## src/rtl/apb_alu_pkg.sv

```systemverilog
// Shared types and constants for the APB ALU scheduler: FSM/step encodings,
// slave register offsets, opcode enum and the latched job payload.
package apb_alu_pkg;

    localparam int unsigned ALU_DW = 16;

    localparam logic [31:0] ALU_OPS_OFS   = 32'h0000_0000;
    localparam logic [31:0] ALU_CMD_OFS   = 32'h0000_0004;
    localparam logic [31:0] ALU_RES_OFS   = 32'h0000_0008;
    localparam logic [15:0] ALU_VALID_SET = 16'h0001;

    typedef enum logic [2:0] {
        S_IDLE,
        S_SETUP,
        S_ACCESS,
        S_GAP,
        S_RESP
    } state_e;

    // STEP_CLR_CMD is only reachable when the poll timeout is compiled in
    typedef enum logic [2:0] {
        STEP_WR_OPS,
        STEP_WR_CMD,
        STEP_RD_STAT,
        STEP_RD_RES,
        STEP_CLR_CMD
    } step_e;

    typedef enum logic [1:0] {
        OP_ADD,
        OP_SUB,
        OP_AND,
        OP_OR
    } alu_op_e;

    typedef struct packed {
        logic [ALU_DW-1:0] b;
        logic [ALU_DW-1:0] a;
        alu_op_e           op;
    } alu_job_t;

    function automatic logic [31:0] step_ofs(input step_e s);
        case (s)
            STEP_WR_OPS: step_ofs = ALU_OPS_OFS;
            STEP_RD_RES: step_ofs = ALU_RES_OFS;
            default:     step_ofs = ALU_CMD_OFS;
        endcase
    endfunction

    function automatic logic step_is_write(input step_e s);
        step_is_write = (s == STEP_WR_OPS) || (s == STEP_WR_CMD) || (s == STEP_CLR_CMD);
    endfunction

endpackage

```

## src/rtl/apb_alu_sched_rr_arbiter.sv

```systemverilog
// Combinational round-robin arbiter: picks the first set request at or after ptr,
// searching cyclically.
module rr_arbiter #(
    parameter int unsigned NUM_REQ = 2,
    parameter int unsigned IDW     = (NUM_REQ > 1) ? $clog2(NUM_REQ) : 1
) (
    input  logic [NUM_REQ-1:0] req,
    input  logic [IDW-1:0]     ptr,
    input  logic               enable,
    output logic [NUM_REQ-1:0] grant_c,
    output logic [IDW-1:0]     grant_idx_c
);

    function automatic int unsigned wrap_idx(input logic [IDW-1:0] p, input int unsigned k);
        int unsigned s;
        s = 32'(p) + k;
        wrap_idx = (s >= NUM_REQ) ? (s - NUM_REQ) : s;
    endfunction

    // Walk from the farthest offset down so the nearest requester wins last
    always_comb begin
        grant_c     = '0;
        grant_idx_c = '0;
        if (enable) begin
            for (int k = int'(NUM_REQ) - 1; k >= 0; k--) begin
                if (req[IDW'(wrap_idx(ptr, 32'(k)))]) begin
                    grant_c                                  = '0;
                    grant_c[IDW'(wrap_idx(ptr, 32'(k)))]     = 1'b1;
                    grant_idx_c                              = IDW'(wrap_idx(ptr, 32'(k)));
                end
            end
        end
    end

endmodule

```

## src/rtl/apb_alu_sched.sv

```systemverilog
// Round-robin APB master sharing one ALU slave between NUM_REQ requesters.
// Optional poll timeout: define APB_ALU_SCHED_TIMEOUT_EN.
module apb_alu_sched
    import apb_alu_pkg::*;
#(
    parameter int unsigned NUM_REQ    = 2,
    parameter logic [31:0] BASE_ADDR  = 32'h0,
    parameter int unsigned POLL_LIMIT = 16
) (
    input  logic                        PCLK,
    input  logic                        PRESETn,
    input  logic [NUM_REQ-1:0]          req_valid,
    input  logic [16*NUM_REQ-1:0]       req_a,
    input  logic [16*NUM_REQ-1:0]       req_b,
    input  logic [2*NUM_REQ-1:0]        req_op,
    output logic [NUM_REQ-1:0]          req_grant,
    output logic                        rsp_valid,
    output logic [$clog2(NUM_REQ)-1:0]  rsp_id,
    output logic [15:0]                 rsp_result,
    output logic                        rsp_err,
    output logic                        busy,
    output logic                        PSEL,
    output logic                        PENABLE,
    output logic                        PWRITE,
    output logic [31:0]                 PADDR,
    output logic [3:0]                  PSTRB,
    output logic [31:0]                 PWDATA,
    input  logic [31:0]                 PRDATA,
    input  logic                        PREADY
);

    localparam int unsigned IDW = $clog2(NUM_REQ);
    localparam int unsigned DW  = ALU_DW;

    state_e               state, state_n;
    step_e                step, step_n;
    alu_job_t             job_q, job_c;
    logic [IDW-1:0]       id_q, rr_ptr;
    logic [31:0]          rdata_q;
    logic [NUM_REQ-1:0]   arb_grant_c;
    logic [IDW-1:0]       arb_idx_c;
    logic                 arb_en_c, take_c, poll_expired_c;
    int unsigned          sel_c;

    logic [NUM_REQ-1:0]   grant_n;
    logic                 rsp_valid_n, busy_n, psel_n, penable_n, pwrite_n;
    logic [IDW-1:0]       rsp_id_n;
    logic [15:0]          rsp_result_n;
    logic [31:0]          paddr_n, pwdata_n;

    assign PSTRB = 4'hF;

    // A new job may be taken from IDLE (nothing pending) or straight out of RESP
    assign arb_en_c = ((state == S_IDLE) && !(|req_grant)) || (state == S_RESP);
    assign take_c   = |arb_grant_c;

    rr_arbiter #(.NUM_REQ(NUM_REQ), .IDW(IDW)) u_arb (
        .req         (req_valid),
        .ptr         (rr_ptr),
        .enable      (arb_en_c),
        .grant_c     (arb_grant_c),
        .grant_idx_c (arb_idx_c)
    );

    always_comb begin
        sel_c    = 32'(arb_idx_c);
        job_c.a  = req_a[DW*sel_c +: DW];
        job_c.b  = req_b[DW*sel_c +: DW];
        job_c.op = alu_op_e'(req_op[2*sel_c +: 2]);
    end

`ifdef APB_ALU_SCHED_TIMEOUT_EN
    localparam int unsigned PCW = $clog2(POLL_LIMIT + 1);
    logic [PCW-1:0] poll_cnt;
    logic           rsp_err_q;

    always_ff @(posedge PCLK or negedge PRESETn) begin
        if (!PRESETn) begin
            poll_cnt  <= '0;
            rsp_err_q <= 1'b0;
        end else begin
            if (take_c)
                poll_cnt <= '0;
            else if ((state == S_GAP) && (step == STEP_RD_STAT))
                poll_cnt <= poll_cnt + PCW'(1);
            rsp_err_q <= (state == S_GAP) && (step == STEP_CLR_CMD);
        end
    end

    assign poll_expired_c = (32'(poll_cnt) + 32'd1) >= POLL_LIMIT;
    assign rsp_err        = rsp_err_q;
`else
    logic unused_poll_limit;
    assign unused_poll_limit = ^POLL_LIMIT;
    assign poll_expired_c    = 1'b0;
    assign rsp_err           = 1'b0;
`endif

    // Next state, and next values of every registered output
    always_comb begin
        state_n      = state;
        step_n       = step;
        grant_n      = take_c ? arb_grant_c : '0;
        rsp_result_n = '0;

        case (state)
            S_IDLE: begin
                if (|req_grant) begin
                    state_n = S_SETUP;
                    step_n  = STEP_WR_OPS;
                end
            end
            S_SETUP:  state_n = S_ACCESS;
            S_ACCESS: if (PREADY) state_n = S_GAP;
            S_GAP: begin
                state_n = S_SETUP;
                case (step)
                    STEP_WR_OPS: step_n = STEP_WR_CMD;
                    STEP_WR_CMD: step_n = STEP_RD_STAT;
                    STEP_RD_STAT: begin
                        if (rdata_q[31:16] == 16'h0)
                            step_n = STEP_RD_RES;
                        else if (poll_expired_c)
                            step_n = STEP_CLR_CMD;
                    end
                    STEP_RD_RES: begin
                        state_n      = S_RESP;
                        rsp_result_n = rdata_q[15:0];
                    end
                    default: state_n = S_RESP;
                endcase
            end
            S_RESP:  state_n = S_IDLE;
            default: state_n = S_IDLE;
        endcase

        rsp_valid_n = (state_n == S_RESP);
        rsp_id_n    = rsp_valid_n ? id_q : '0;
        busy_n      = take_c || (state_n != S_IDLE);
        psel_n      = (state_n == S_SETUP) || (state_n == S_ACCESS);
        penable_n   = (state_n == S_ACCESS);
        pwrite_n    = psel_n && step_is_write(step_n);
        paddr_n     = psel_n ? (BASE_ADDR + step_ofs(step_n)) : 32'h0;
        pwdata_n    = 32'h0;
        if (pwrite_n) begin
            case (step_n)
                STEP_WR_OPS: pwdata_n = {job_q.b, job_q.a};
                STEP_WR_CMD: pwdata_n = {ALU_VALID_SET, 14'b0, job_q.op};
                default:     pwdata_n = 32'h0;
            endcase
        end
    end

    always_ff @(posedge PCLK or negedge PRESETn) begin
        if (!PRESETn) begin
            state      <= S_IDLE;
            step       <= STEP_WR_OPS;
            job_q      <= '0;
            id_q       <= '0;
            rr_ptr     <= '0;
            rdata_q    <= '0;
            req_grant  <= '0;
            rsp_valid  <= 1'b0;
            rsp_id     <= '0;
            rsp_result <= '0;
            busy       <= 1'b0;
            PSEL       <= 1'b0;
            PENABLE    <= 1'b0;
            PWRITE     <= 1'b0;
            PADDR      <= '0;
            PWDATA     <= '0;
        end else begin
            state <= state_n;
            step  <= step_n;
            if (take_c) begin
                job_q  <= job_c;
                id_q   <= arb_idx_c;
                rr_ptr <= (32'(arb_idx_c) == NUM_REQ - 1) ? '0 : arb_idx_c + IDW'(1);
            end
            if ((state == S_ACCESS) && PREADY)
                rdata_q <= PRDATA;
            req_grant  <= grant_n;
            rsp_valid  <= rsp_valid_n;
            rsp_id     <= rsp_id_n;
            rsp_result <= rsp_result_n;
            busy       <= busy_n;
            PSEL       <= psel_n;
            PENABLE    <= penable_n;
            PWRITE     <= pwrite_n;
            PADDR      <= paddr_n;
            PWDATA     <= pwdata_n;
        end
    end

endmodule

```

## config.mk

```make
export PLATFORM = sky130hd
export DESIGN_NAME = apb_alu_sched
export DESIGN_NICKNAME = d
export VERILOG_FILES = /design/src/rtl/apb_alu_pkg.sv /design/src/rtl/apb_alu_sched_rr_arbiter.sv /design/src/rtl/apb_alu_sched.sv
export SDC_FILE = /design/constraint.sdc
export NUM_CORES = 1
export LEC_CHECK = 0
export ABC_AREA = 1
export CORE_MARGIN = 4
export CORE_UTILIZATION = 45
export CTS_CLUSTER_DIAMETER = 40
export DETAILED_ROUTE_END_ITERATION = 8
export GPL_TIMING_DRIVEN = 1
export PLACE_DENSITY = 0.82
export SETUP_SLACK_MARGIN = 0.2
export SLEW_MARGIN = 30
export SYNTH_ARGS = -nofsm -noshare
export SYNTH_HDL_FRONTEND = slang
export SYNTH_SLANG_ARGS = --single-unit
```

## constraint.sdc

```tcl
create_clock -name PCLK -period 1.9 [get_ports PCLK]
set_input_delay 0.57 -clock PCLK [delete_from_list [all_inputs] [get_ports PCLK]]
set_output_delay 0.57 -clock PCLK [all_outputs]
set_load 0.05 [all_outputs]
```

==> flow_results.xml <==
<?xml version="1.0" encoding="UTF-8"?>
<metrics>
  <group name="outcome">
    <metric name="run_status" unit="">finished clean</metric>
  </group>
  <group name="synth">
    <metric name="synth_cell_type_count" unit="">30</metric>
    <metric name="synth-seq-cells" unit="">132</metric>
    <metric name="synth.yosys.seq_area_share" unit="%">59.65</metric>
    <metric name="synth_largest_type_area_fraction" unit="%">59.65</metric>
    <metric name="post_synth_instance_area" unit="sq um">5538</metric>
    <metric name="post_syn_instances" unit="">513</metric>
    <metric name="synth_area_leader_cell" unit="">dfrtp_1</metric>
    <metric name="synth.most_common_cell" unit="">dfrtp_1</metric>
    <metric name="synth_area_leaders" unit="">dfrtp_1, mux2_2, nand2_1, buf_4, nor3_2</metric>
    <metric name="synth-edff-count" unit="">0</metric>
    <metric name="synth-main-ff-cell" unit="">dfrtp_1</metric>
    <metric name="synth.avg_cell_area" unit="sq um">10.79</metric>
    <metric name="async_reset_ff_share" unit="%">100.0</metric>
    <metric name="post_synth_most_frequent_cells" unit="">dfrtp_1, nand2_1, inv_1</metric>
    <metric name="yosys_warning_count" unit="">0</metric>
  </group>
  <group name="sta">
    <metric name="min_period_over_period" unit="%">96.11</metric>
    <metric name="hold_viol" unit="">0</metric>
    <metric name="timing.final.max_slew_violations" unit="">0</metric>
    <metric name="total_negative_setup_slacks" unit="ps">0</metric>
    <metric name="whs" unit="ps">212.6</metric>
    <metric name="finClkSkew" unit="ps">8.654</metric>
    <metric name="layout_min_cycle_time" unit="ps">1826</metric>
    <metric name="timing.slew.headroom" unit="%">59.19</metric>
    <metric name="worst_pin_slew" unit="ps">610.5</metric>
    <metric name="max_clock_freq" unit="GHz">0.5476</metric>
    <metric name="grt_setup_unrepaired" unit="">true</metric>
    <metric name="setup_viol" unit="">0</metric>
  </group>
  <group name="critical_path">
    <metric name="worst_path_dominant_cell_family" unit="">simple AND/OR/NAND/NOR gates</metric>
    <metric name="end_kind" unit="">flop</metric>
    <metric name="crit_path_cell_trace" unit="">nand2_4, nor2_4, inv_4, buf_6, nand2_2, o21ai_2, buf_4, a21oi_4, nand2_2, nand2_8, buf_16, a21oi_2</metric>
    <metric name="timing.critical_path.fanout_max" unit="">8</metric>
    <metric name="required" unit="ps">2190</metric>
    <metric name="slowest_delay" unit="ps">420</metric>
    <metric name="r2r-start" unit="">state[1]</metric>
    <metric name="reg2reg_depth" unit="">12</metric>
    <metric name="critPathMostFrequentCell" unit="">nand2_2</metric>
    <metric name="timing.critical_path.slowest_stage_cell" unit="">dfrtp_2</metric>
    <metric name="cp-start-kind" unit="">flop</metric>
    <metric name="path_buf_inv" unit="">4</metric>
    <metric name="reg2reg_slack" unit="ps">70</metric>
    <metric name="timing.rr.end" unit="">PWDATA[0]</metric>
    <metric name="crit_arrival" unit="ps">2110</metric>
    <metric name="criticalPathCategory" unit="">flop to flop</metric>
  </group>
  <group name="cts">
    <metric name="cts_tree" unit="">done</metric>
    <metric name="cts.path.max_buffers" unit="">2</metric>
    <metric name="skew_pair_late_insertion_delay" unit="ps">410</metric>
    <metric name="worst_setup_hold_path_clk_slew" unit="ps">60</metric>
    <metric name="cts_num_sinks" unit="">132</metric>
    <metric name="cts.htree.levels" unit="">4</metric>
    <metric name="cts_made_buffers" unit="">17</metric>
    <metric name="cts_root_buf" unit="">clkbuf_16</metric>
  </group>
  <group name="global_route">
    <metric name="gr-usage-all-layers" unit="%">20.51</metric>
    <metric name="grt_max_degree" unit="">100</metric>
    <metric name="globalRoute.totalOverflow" unit="">0</metric>
    <metric name="grt_pass1_vias" unit="">4488</metric>
    <metric name="grt_antenna_before_repair" unit="">1</metric>
    <metric name="global_route_wire_length_before_repair" unit="um">22690</metric>
  </group>
  <group name="floorplan">
    <metric name="initial_utilization" unit="%">46.10</metric>
    <metric name="core-area" unit="sq um">12010</metric>
    <metric name="die_h" unit="um">118.9</metric>
    <metric name="ports" unit="">198</metric>
    <metric name="floorplan.rows" unit="">40</metric>
    <metric name="fp.dieArea" unit="sq um">14150</metric>
    <metric name="chipWidth" unit="um">118.9</metric>
  </group>
  <group name="detailed_routing">
    <metric name="route.detailed.drc" unit="">0</metric>
    <metric name="route.vias.total" unit="">4457</metric>
    <metric name="routed_via_density" unit="">5.053</metric>
    <metric name="drt_iter0_drc" unit="">424</metric>
    <metric name="routed_wl" unit="um">16280</metric>
    <metric name="post_drt_wl_per_cell" unit="um">18.45</metric>
    <metric name="drt_first_pass_iters" unit="">5</metric>
    <metric name="drtAntennaViolNets" unit="">0</metric>
  </group>
  <group name="power">
    <metric name="intPower" unit="mW">9.244</metric>
    <metric name="p_sw_share" unit="%">40.42</metric>
    <metric name="power_switching" unit="mW">6.271</metric>
    <metric name="power.share.clock" unit="%">22.1</metric>
    <metric name="totalPowerFinal" unit="mW">15.51</metric>
    <metric name="power.density_cell_area" unit="nW/um^2">1831</metric>
    <metric name="worst_ir_drop_vdd" unit="mV">0.8945</metric>
    <metric name="power.leakage" unit="nW">3.969</metric>
    <metric name="p_seq_share" unit="%">28.4</metric>
    <metric name="power.combinational.fraction" unit="%">49.5</metric>
  </group>
  <group name="layout">
    <metric name="layout-area-overhead-vs-synth" unit="%">52.98</metric>
    <metric name="fin_cells" unit="">882</metric>
    <metric name="fin_util" unit="%">70.53</metric>
    <metric name="final_layout_size_suffix_gt1_share" unit="%">34.06</metric>
    <metric name="nets" unit="">826</metric>
  </group>
  <group name="placed_design">
    <metric name="final_gp_congestion" unit="">0.8258</metric>
    <metric name="post-place-cells" unit="">821</metric>
    <metric name="place.detailed.hpwl" unit="um">9491</metric>
    <metric name="port_buffers" unit="">162</metric>
  </group>
  <group name="worst_hold_path">
    <metric name="hp-class" unit="">primary input to asynchronous set/reset pin</metric>
  </group>
  <group name="job">
    <metric name="drv.max_cap_violation_count" unit="">0</metric>
  </group>
</metrics>
==> area by class of cell <==
class,count,area [sq um]
diodes,1,2.502
flip-flops and latches,132,3311
multi-input cells,308,2041
repair buffers,212,2116
inverters,50,192.7
well taps,147,183.9
clock buffers,20,446.7
clock inverters,12,178.9
fillers,777,3540
==> worst max-delay path by stage <==
| stage | endpoint | cells after the start | from | slack [ps] |
|---|---|---|---|---|
| floorplan | job_q[28] | 7 | req_valid[0] | 200 |
| global placement | job_q[13] | 6 | req_valid[0] | -270 |
| detailed placement | PWDATA[2] | 11 | PREADY | -400 |
| CTS | PWDATA[2] | 10 | state[0] | 140 |
| global route | PWDATA[0] | 12 | state[0] | -4 |
| finish | PWDATA[0] | 12 | state[1] | 70 |
==> layout by cell type, fill, tap and decap left out, drive strengths merged <==
| master | n |
|---|---|
| diode | 1 |
| mux2 | 32 |
| bufinv | 4 |
| buf | 103 |
| a21oi | 11 |
| nand3 | 16 |
| clkdlybuf4s50 | 100 |
| o21ai | 3 |
| o22ai | 7 |
| inv | 51 |
| o211ai | 22 |
| clkbuf | 26 |
| conb | 35 |
| clkinvlp | 3 |
| nand2 | 98 |
| clkinv | 4 |
| nor3 | 30 |
| nor2 | 46 |
| dlymetal6s2s | 3 |
| nand4 | 6 |
| a21boi | 1 |
| or2 | 1 |
| dfrtp | 132 |
==> cells by family after synthesis <==
family | Yosys count | share of synthesized area (%)
buffers and inverters | 106 | 10.30
and+or+nand+nor | 197 | 17.89
muxes | 32 | 6.507
other | 2 | 0.1356
DFF | 132 | 59.65
AOI/OAI and AO/OA | 44 | 5.513
==> what timing repair did <==
item | in CTS | in global routing
hold buffers | 0 | 0
gates cloned | 3 | 7
endpoints found under the setup margin | 63 | 70
gates resized for setup | 27 | 45
pin swaps | 11 | 15
setup buffers | 8 | 10
==> registers in the layout, summed over array words and instances (netlist names), 2 cells and up <==
| register | count |
|---|---|
| step | 3 |
| req_grant | 2 |
| state | 3 |
| rsp_result | 16 |
| PWDATA | 32 |
| job_q | 34 |
| rdata_q | 32 |
| PADDR | 2 |
==> worst reg2reg max path, stage by stage (launching register included) <==
cell	delay [ps]
dfrtp_2	420
nand2_4	70
nor2_4	150
inv_4	70
buf_6	110
nand2_2	50
o21ai_2	50
buf_4	140
a21oi_4	150
nand2_2	120
nand2_8	150
buf_16	170
a21oi_2	60
==> metal layers <==
metal,up-vias,routed length (um),track usage (%)
li1,2008,-,-
met1,2160,6213,24.18
met2,239,8354,34.88
met3,50,1028,5.651
met4,0,680,9.486
met5,-,0,0
==> power by group through the flow <==
stage	sequential, mW	combinational [mW]	clock [mW]
2_1_floorplan	5.31	2.97	0
3_3_place_gp	4.32	5.41	0
3_5_place_dp	4.37	5.59	0
4_1_cts	4.36	6.55	3.47
5_1_grt	4.51	8.10	3.61
6_report	4.41	7.67	3.43
==> per-stage QoR <==
stage / setup WS [ps] / area (sq um)
2_1_floorplan: 203.4 / 5664
3_3_place_gp: -265.8 / 7179
3_5_place_dp: -397.2 / 7179
4_1_cts: 142.9 / 8059
5_1_grt: -4.162 / 8472
6_report: 73.89 / 8472
(Power assumes the default switching activity.)
